### src/rtl/adpcm_out_pack.sv
// ADPCM output packer: packs 2..5-bit codewords LSB-first into bytes behind a small byte FIFO.
// Optional feature macro ADPCM_BYTE_CNT_EN adds a 16-bit popped-byte counter output.
module adpcm_out_pack #(
  parameter int DEPTH = 4
) (
  input  logic                       clk,
  input  logic                       reset,
  input  logic                       scan_enable,
  input  logic                       test_mode,
  input  logic [1:0]                 rate,
  input  logic [4:0]                 code_in,
  input  logic                       code_valid,
  output logic                       code_ready,
  input  logic                       flush,
  output logic [7:0]                 byte_out,
  output logic                       byte_valid,
  input  logic                       byte_ready,
  output logic [$clog2(DEPTH):0]     fifo_level
`ifdef ADPCM_BYTE_CNT_EN
  ,
  output logic [15:0]                byte_count
`endif
);

  localparam int AW = $clog2(DEPTH);
  localparam int LW = AW + 1;

  logic [11:0]   acc_q, acc_d;
  logic [3:0]    cnt_q, cnt_d;
  logic          flush_pend_q, flush_pend_d;
  logic [7:0]    mem_q [DEPTH];
  logic [AW-1:0] wr_ptr_q, rd_ptr_q;
  logic [LW-1:0] level_q, level_d;

  logic [3:0]    width_s;
  logic [4:0]    code_mask_s;
  logic [11:0]   code_ext_s;
  logic [7:0]    pad_mask_s;
  logic [7:0]    push_byte_s;
  logic          full_s, accept_s, norm_push_s, flush_push_s, flush_done_s;
  logic          push_s, pop_s;
  logic          unused_dft_s;

  // DFT hooks are intentionally not part of the datapath.
  assign unused_dft_s = scan_enable ^ test_mode;

  // Code width and mask decode from the rate select.
  always_comb begin
    case (rate)
      2'b00:   code_mask_s = 5'h03;
      2'b01:   code_mask_s = 5'h07;
      2'b10:   code_mask_s = 5'h0F;
      2'b11:   code_mask_s = 5'h1F;
      default: code_mask_s = 5'h03;
    endcase
    width_s    = {2'b00, rate} + 4'd2;
    code_ext_s = {7'd0, code_in & code_mask_s};
  end

  // Handshakes, push sources and flush sequencing.
  always_comb begin
    full_s       = (level_q == LW'(DEPTH));
    byte_valid   = (level_q != '0);
    code_ready   = !flush_pend_q && ((cnt_q < 4'd8) || !full_s);
    accept_s     = code_valid && code_ready;
    pop_s        = byte_valid && byte_ready;
    norm_push_s  = (cnt_q >= 4'd8) && !full_s;
    // Residual flush only once all whole bytes have drained into the FIFO.
    flush_push_s = flush_pend_q && (cnt_q != 4'd0) && (cnt_q < 4'd8) && !full_s;
    flush_done_s = flush_pend_q && ((cnt_q == 4'd0) || flush_push_s);
    push_s       = norm_push_s || flush_push_s;
    if (flush_pend_q) begin
      flush_pend_d = !flush_done_s;
    end else begin
      flush_pend_d = flush;
    end
  end

  // Accumulator update: shift out a full byte first, then insert the new code.
  always_comb begin
    acc_d       = acc_q;
    cnt_d       = cnt_q;
    pad_mask_s  = 8'hFF >> (4'd8 - cnt_q);
    push_byte_s = acc_q[7:0];
    if (norm_push_s) begin
      acc_d = {8'h00, acc_q[11:8]};
      cnt_d = cnt_q - 4'd8;
    end else if (flush_push_s) begin
      push_byte_s = acc_q[7:0] & pad_mask_s;
      acc_d       = 12'h000;
      cnt_d       = 4'd0;
    end else begin
      acc_d = acc_q;
    end
    if (accept_s) begin
      acc_d = acc_d | (code_ext_s << cnt_d);
      cnt_d = cnt_d + width_s;
    end else begin
      cnt_d = cnt_d;
    end
  end

  // FIFO occupancy next state.
  always_comb begin
    case ({push_s, pop_s})
      2'b10:   level_d = level_q + LW'(1);
      2'b01:   level_d = level_q - LW'(1);
      default: level_d = level_q;
    endcase
  end

  // Packer state registers.
  always_ff @(posedge clk or posedge reset) begin
    if (reset) begin
      acc_q        <= 12'h000;
      cnt_q        <= 4'd0;
      flush_pend_q <= 1'b0;
    end else begin
      acc_q        <= acc_d;
      cnt_q        <= cnt_d;
      flush_pend_q <= flush_pend_d;
    end
  end

  // FIFO storage, pointers and level.
  always_ff @(posedge clk or posedge reset) begin
    if (reset) begin
      for (int i = 0; i < DEPTH; i++) mem_q[i] <= 8'h00;
      wr_ptr_q <= '0;
      rd_ptr_q <= '0;
      level_q  <= '0;
    end else begin
      if (push_s) begin
        mem_q[wr_ptr_q] <= push_byte_s;
        wr_ptr_q        <= wr_ptr_q + AW'(1);
      end
      if (pop_s) begin
        rd_ptr_q <= rd_ptr_q + AW'(1);
      end
      level_q <= level_d;
    end
  end

  assign byte_out   = byte_valid ? mem_q[rd_ptr_q] : 8'h00;
  assign fifo_level = level_q;

`ifdef ADPCM_BYTE_CNT_EN
  logic [15:0] byte_count_q;

  // Popped-byte counter, wraps naturally at 16 bits.
  always_ff @(posedge clk or posedge reset) begin
    if (reset) begin
      byte_count_q <= 16'h0000;
    end else if (pop_s) begin
      byte_count_q <= byte_count_q + 16'h0001;
    end else begin
      byte_count_q <= byte_count_q;
    end
  end

  assign byte_count = byte_count_q;
`endif

endmodule

### config.mk
export PLATFORM = sky130hd
export DESIGN_NAME = adpcm_out_pack
export DESIGN_NICKNAME = d
export VERILOG_FILES = /design/src/rtl/adpcm_out_pack.sv
export SDC_FILE = /design/constraint.sdc
export NUM_CORES = 1
export LEC_CHECK = 0
export BUFFER_PORTS_ARGS = -buffer_cell sky130_fd_sc_hd__buf_2
export CORE_MARGIN = 1
export CORE_UTILIZATION = 54
export CTS_CLUSTER_SIZE = 10
export DETAILED_ROUTE_END_ITERATION = 7
export PLACE_DENSITY = 0.76
export SLEW_MARGIN = 20
export SYNTH_ARGS = -nofsm -noshare
export SYNTH_HDL_FRONTEND = slang
export SYNTH_SLANG_ARGS = --single-unit
### constraint.sdc
create_clock -name clk -period 2.8 [get_ports clk]
set_clock_uncertainty 0.15 [all_clocks]
set_input_delay 0.14 -clock clk [delete_from_list [all_inputs] [get_ports clk]]
set_output_delay 0.14 -clock clk [all_outputs]
set_load 0.005 [all_outputs]
==> results of run 1 <==
## cell families (layout without fill, tap and decap cells)
| group | count (synthesis) | count (layout) | synth area share, % |
|---|---|---|---|
| and+or+nand+nor | 69 | 69 | 12.94 |
| DFF | 56 | 56 | 44.85 |
| AOI/OAI and AO/OA | 48 | 48 | 11.25 |
| muxes | 46 | 46 | 19.26 |
| buffers and inverters | 27 | 64 | 3.764 |
| adders and majority gates | 13 | 13 | 5.687 |
| xor gates and xnor gates | 8 | 8 | 2.243 |
## tightest hold or removal path: cells and delay by family
family / cells / cell delay [ps]
compound gates: 1 / 70
simple gates: 1 / 100
buf+inv: 1 / 130
## how the worst max path moves through the flow
stage                                 from                 end  slack (ps)  depth (start not counted)
CTS                     cnt_q[0]$_DFF_PP0_  cnt_q[2]$_DFF_PP0_         200                          9
global route        flush_pend_q$_DFF_PP0_  cnt_q[2]$_DFF_PP0_         110                          8
finish                  cnt_q[0]$_DFF_PP0_  cnt_q[2]$_DFF_PP0_         210                          9
floorplan               cnt_q[0]$_DFF_PP0_  cnt_q[2]$_DFF_PP0_          10                         12
detailed placement      cnt_q[0]$_DFF_PP0_  cnt_q[2]$_DFF_PP0_         220                          9
global placement        cnt_q[0]$_DFF_PP0_  cnt_q[2]$_DFF_PP0_         250                          9
## cell type report
type	count	area [um2]	share of cell area, %
multi-input combinational	184	1625	46.05
sequential	56	1401	39.70
timing repair buffer	41	260.3	7.373
tap	72	90.09	2.552
clock buffer	5	68.82	1.950
inverter	15	56.30	1.595
clock inverter	3	27.53	0.7799
## flip-flops by register name (all words and copies together) (netlist names)
| register | count |
|---|---|
| wr_ptr_q | 2 |
| mem_q | 32 |
| cnt_q | 4 |
| acc_q | 12 |
| flush_pend_q | 1 |
| fifo_level | 3 |
| rd_ptr_q | 2 |
## where the power goes
part	internal, mW	switching (mW)
logic	1.04	1.03
registers	1.13	0.264
clock network	0.185	0.289
## cell usage in the layout, fill, tap and decap left out, types with 2 or more instances in the layout
master,n
o21a_1,3
inv_1,13
mux4_2,8
mux2_2,33
a21oi_1,6
dlygate4sd3_1,5
o31ai_1,3
nand2b_1,3
xor2_1,5
a32o_1,2
and2b_2,2
nor3_1,3
buf_2,24
clkbuf_8,5
nand3_1,8
fa_1,2
nor3_2,2
buf_4,12
a211o_1,2
a221oi_1,2
xnor2_1,3
mux2i_1,5
nor2_1,5
a22oi_1,4
nand2_1,16
o21ai_0,12
inv_2,2
o22ai_1,2
and3_1,2
ha_1,10
and2_1,17
a32oi_1,2
dfrtp_1,56
## metal layers
layer	up-vias	wire [um]	GRT usage [%]
li1	1025	-	-
met1	1102	2790	31.83
met5	-	0	0
met3	6	327	4.884
met2	62	3112	38.16
met4	0	76	7.037
## through the flow
step / hold WS [ps] / area [um2] / utilization (%)
after floorplan: 122.7 / 3151 / -
after global routing: 20.28 / 3530 / 63.71
after global placement: 238.0 / 3383 / 61.07
final: 19.37 / 3530 / 63.71
after detailed placement: 243.1 / 3383 / 61.07
after CTS: 6.803 / 3530 / 63.71
## repair_timing
| action | 4_1_cts | 5_1_grt |
|---|---|---|
| hold buffers | 5 | 0 |
| endpoints found under the setup margin | 0 | 0 |
| endpoints found under the hold margin | 45 | 0 |
==> results.yml, run 1 <==
logic_synthesis:
  synth.area.top_cells: "dfrtp_1 (45%), mux2_2 (12%), mux4_2 (5.8%)"
  synth.distinct_cells: 52
  synth_area_um2: 3124
  synth-edff-count: 0
  syn_nets: 294
  ys.flop_type: "dfrtp_1"
  seq_area_frac_synth_pct: 44.85
  synth_top_area_share_pct: 44.85
  synthCells: 267
  yosys_warnings: 0
  avgSynthCellArea_um2: 11.70
  yosys.area.top_type: "dfrtp_1"
  synth_most_common_cell: "dfrtp_1"
  async_flop_share_pct: 100.0
  ys_seq_elements: 56
  synth.cells.most_frequent: "dfrtp_1 (56), mux2_2 (33), and2_1 (17), nand2_1 (16), inv_1 (15)"
job:
  maxCapViolCount: 0
floorplanning:
  ios: 27
  row_count: 27
  coreArea_um2: 5540
  dieArea_um2: 6094
  die_h_um: 78.07
  die_w_um: 78.07
  floorplan.initialDensity_pct: 56.39
power_and_ir_drop:
  p_leak_nw: 1.667
  finalPower_mw: 3.939
  ir_worst_vdd_v: 0.0006606
  power_density_nw_per_um2: 1116
clocking:
  clk_pin_slew_ps: 110
  post-cts-setup-buffers: 0
  cts.path.max_buffers: 2
  clock-root-buffer: "clkbuf_8"
  htreeDepth: 2
  cts_sinks: 56
  ctsResizeCount: 0
  cts_buffers: 5
  cts_tree: "built"
  worstSkewPairLatency_ps: 310
detailed_routing:
  drt-total-wl_um: 6306
  vias_per_cell: 5.838
  drcViolationCount: 0
  vias: 2195
  wl_per_cell_um: 16.77
  drt_iter0_markers: 172
  first_pass_iters: 4
  ant_nets: 0
placed_design:
  gp_congestion: 0.8821
  place_ws_ps: 223.3
  io_buffers: 24
  place_inst: 363
  detailed_place_hpwl_um: 4631
sta:
  tightest_slew_ps: 895.8
  worst_slew_margin_rel_pct: 40.19
  min_period_over_period_pct: 92.55
  rsz0062_at_grt: "false"
  fin_ws_ps: 208.6
  min_period_ps: 2591
  slew_viol_final: 0
  hold_viol: 0
  fmax_ghz: 0.3859
  tns_ps: 0
  setup_viol: 0
global_routing:
  grt_max_degree: 44
  globalRouteOverflowTotal: 0
  grt_pass1_wl_um: 10990
  grt_pass1_vias: 2281
  antenna_found_initial: 0
  grt_util_all_layers_pct: 23.48
worst_setup_path:
  crit_buf_inv: 2
  critical_path_class: "flip-flop to flip-flop"
  rr_worst_depth: 9
  setup.worst_path.end_class: "flip-flop"
  reg2reg_to: "cnt_q[2]$_DFF_PP0_"
  crit_chain: "inv_2, ha_4, nor2b_4, or3_1, buf_4, and3_1, ha_1, fa_1, mux2_2"
  start_kind: "flip-flop"
  r2r_slack_ps: 210
  path_delay_family: "adder cells"
  slowest_stage: "fa_1"
  cp_max_fo: 9
  cp.arrival_ps: 2650
  cpPeakStageDelay_ps: 430
  critPathRequiredTime_ps: 2860
  timing.rr.start: "cnt_q[0]$_DFF_PP0_"
worst_hold_path:
  holdPathStages: 3
  hold_class: "input port to flip-flop"
  hold_path_startpoint: "rate[1]"
  hold_path_end: "acc_q[11]$_DFF_PP0_"
final_layout:
  stdcell_count: 376
  drive_above_1_share_pct: 33.55
  area_growth_pct: 12.98
  nNetsFinal: 330
  n_antenna_cell: 0
  fillCellCount: 463
status:
  status: "finished, final reports clean"
(Power assumes the default switching activity.)
==> run 2, diff against run 1 <==
--- a/config.mk
+++ b/config.mk
@@ -10,7 +10,8 @@
 export CORE_UTILIZATION = 54
 export CTS_CLUSTER_SIZE = 10
 export DETAILED_ROUTE_END_ITERATION = 7
-export PLACE_DENSITY = 0.76
+export PLACE_DENSITY_LB_ADDON = 0.15
+export RECOVER_POWER = 50
 export SLEW_MARGIN = 20
 export SYNTH_ARGS = -nofsm -noshare
 export SYNTH_HDL_FRONTEND = slang
==> run 2 against run 1 <==
  * Die area unchanged
  * Sequential cell count unchanged
  * Via count down 1.1%
  * Hold slack better by 8.2 ps
  * Critical path type unchanged
  * Wire length up 2.3%
  * Critical path depth up 1
  * Sequential share of layout area up 0.60 points
  * Non-clock buffer count down 4
  * Largest power group unchanged
  * Combinational power down 2%
==> results.yml, run 2 (synthesis gave the netlist of run 1 again) <==
status:
  status: "finished, final reports clean"
sta:
  min_period_ps: 2638
  fin_ws_ps: 162.2
  hold_viol: 0
  tightest_slew_ps: 1120
  min_period_over_period_pct: 94.21
  tns_ps: 0
  rsz0062_at_grt: "false"
  slew_viol_final: 0
  fmax_ghz: 0.3791
  worst_slew_margin_rel_pct: 25.31
  setup_viol: 0
worst_setup_path:
  reg2reg_to: "cnt_q[2]$_DFF_PP0_"
  critical_path_class: "flip-flop to flip-flop"
  cp.arrival_ps: 2690
  start_kind: "flip-flop"
  cp_max_fo: 5
  crit_buf_inv: 2
  path_delay_family: "adder cells"
  r2r_slack_ps: 160
  crit_chain: "inv_1, ha_4, nor2b_4, or3_1, nand2_1, ha_1, inv_1, ha_1, fa_1, mux2_2"
  critPathRequiredTime_ps: 2850
  slowest_stage: "fa_1"
  setup.worst_path.end_class: "flip-flop"
  rr_worst_depth: 10
  timing.rr.start: "cnt_q[1]$_DFF_PP0_"
  cpPeakStageDelay_ps: 430
final_layout:
  fillCellCount: 481
  final_cell_mix: "dfrtp_1 (56), mux2_2 (33), buf_2 (24)"
  n_antenna_cell: 0
  top_regs: "mem_q (32), acc_q (12), cnt_q (4)"
  nNetsFinal: 326
  final_design_area_no_fill_um2: 3477
  final_common_cell: "dfrtp_1"
  area_growth_pct: 11.29
  regMostFlops: "mem_q"
  drive_above_1_share_pct: 31.33
  largest_reg_flops: 32
  stdcell_count: 372
detailed_routing:
  ant_nets: 0
  met1_length_um: 3110
  wl_met2_um: 3053
  wl_per_cell_um: 17.33
  drt_iter0_markers: 121
  met3WireLength_um: 209
  top_layer: "met4"
  vias_per_cell: 5.836
  vias: 2171
  drt-total-wl_um: 6448
  first_pass_iters: 4
  drcViolationCount: 0
power_and_ir_drop:
  power_density_nw_per_um2: 1121
  p_leak_nw: 1.633
  ir_worst_vdd_v: 0.0007360
  finalPower_mw: 3.899
floorplanning:
  coreArea_um2: 5540
  ios: 27
  floorplan.initialDensity_pct: 56.39
  die_w_um: 78.07
  dieArea_um2: 6094
  row_count: 27
  die_h_um: 78.07
clocking:
  clk_pin_slew_ps: 100
  worstSkewPairLatency_ps: 300
  post-cts-setup-buffers: 0
  cts_sinks: 56
  cts.path.max_buffers: 2
  clock-root-buffer: "clkbuf_8"
  cts_buffers: 5
  cts_tree: "built"
  htreeDepth: 2
placed_design:
  gp_congestion: 0.8762
  place_area_um2: 3368
  io_buffers: 24
  place_ws_ps: 170.2
  detailed_place_hpwl_um: 4748
  place_inst: 361
job:
  maxCapViolCount: 0
worst_hold_path:
  hold_path_startpoint: "code_in[0]"
  hold_path_end: "acc_q[0]$_DFF_PP0_"
  holdPathStages: 3
  hold_class: "input port to flip-flop"
global_routing:
  grt_max_degree: 22
  globalRouteOverflowTotal: 0
  grt_util_all_layers_pct: 24.03
  grt_pass1_wl_um: 11170
  antenna_found_initial: 0
  grt_pass1_vias: 2230
## run 2: cell types whose count changed in the layout (fill, tap and decap cells not counted)
cell	delta
inv_1	+1
inv_8	-1
clkbuf_1	+5
dlygate4sd3_1	-2
inv_2	-1
clkbuf_8	+1
buf_4	-6
clkinv_4	-1
## run 2: power breakdown
| part | total, mW | switching [mW] | internal [mW] |
|---|---|---|---|
| Clock | 0.463 | 0.261 | 0.202 |
| Sequential | 1.40 | 0.278 | 1.13 |
| Combinational | 2.03 | 1.03 | 1.00 |
| Total | 3.90 | 1.57 | 2.33 |
## run 2: what timing repair did
action | in CTS | in global routing
resized for setup | 0 | 0
hold endpoints to repair | 17 | 0
hold buffers | 3 | 0
## run 2: per-layer routing
metal / track usage, % / vias up
li1: - / 1020
met3: 5.233 / 7
met5: 0 / -
met1: 34.00 / 1104
met4: 5.741 / 0
met2: 37.89 / 40
## run 2: layout make-up
cell class	instances	area (um2)	area share [%]
Clock buffer	7	86.33	2.483
Clock inverter	1	7.507	0.2159
Inverter	15	56.30	1.619
Multi-Input combinational cell	184	1625	46.74
Sequential cell	56	1401	40.30
Tap cell	72	90.09	2.591
Timing Repair Buffer	37	210.2	6.045
## run 2: worst reg2reg max path: stages (launching register included)
cell	delay [ps]
dfrtp_1	380
inv_1	160
ha_4	190
nor2b_4	200
or3_1	160
nand2_1	70
ha_1	280
inv_1	40
ha_1	200
fa_1	430
mux2_2	270
## run 2: how the worst max path moves through the flow
stage / to / from / cells after the start / slack, ps
after global placement: cnt_q[2]$_DFF_PP0_ / cnt_q[1]$_DFF_PP0_ / 10 / 240
after detailed placement: cnt_q[2]$_DFF_PP0_ / cnt_q[1]$_DFF_PP0_ / 10 / 170
after global routing: cnt_q[2]$_DFF_PP0_ / cnt_q[1]$_DFF_PP0_ / 10 / 30
after CTS: cnt_q[2]$_DFF_PP0_ / cnt_q[1]$_DFF_PP0_ / 10 / 160
final: cnt_q[2]$_DFF_PP0_ / cnt_q[1]$_DFF_PP0_ / 10 / 160
after floorplan: cnt_q[2]$_DFF_PP0_ / cnt_q[0]$_DFF_PP0_ / 12 / 10
## run 2: stage by stage
step	utilization, %	hold WS [ps]
after global routing	62.76	3.214
after global placement	60.79	-16.15
after floorplan	-	122.7
after CTS	63.03	4.963
after detailed placement	60.79	-15.83
final	62.76	27.55
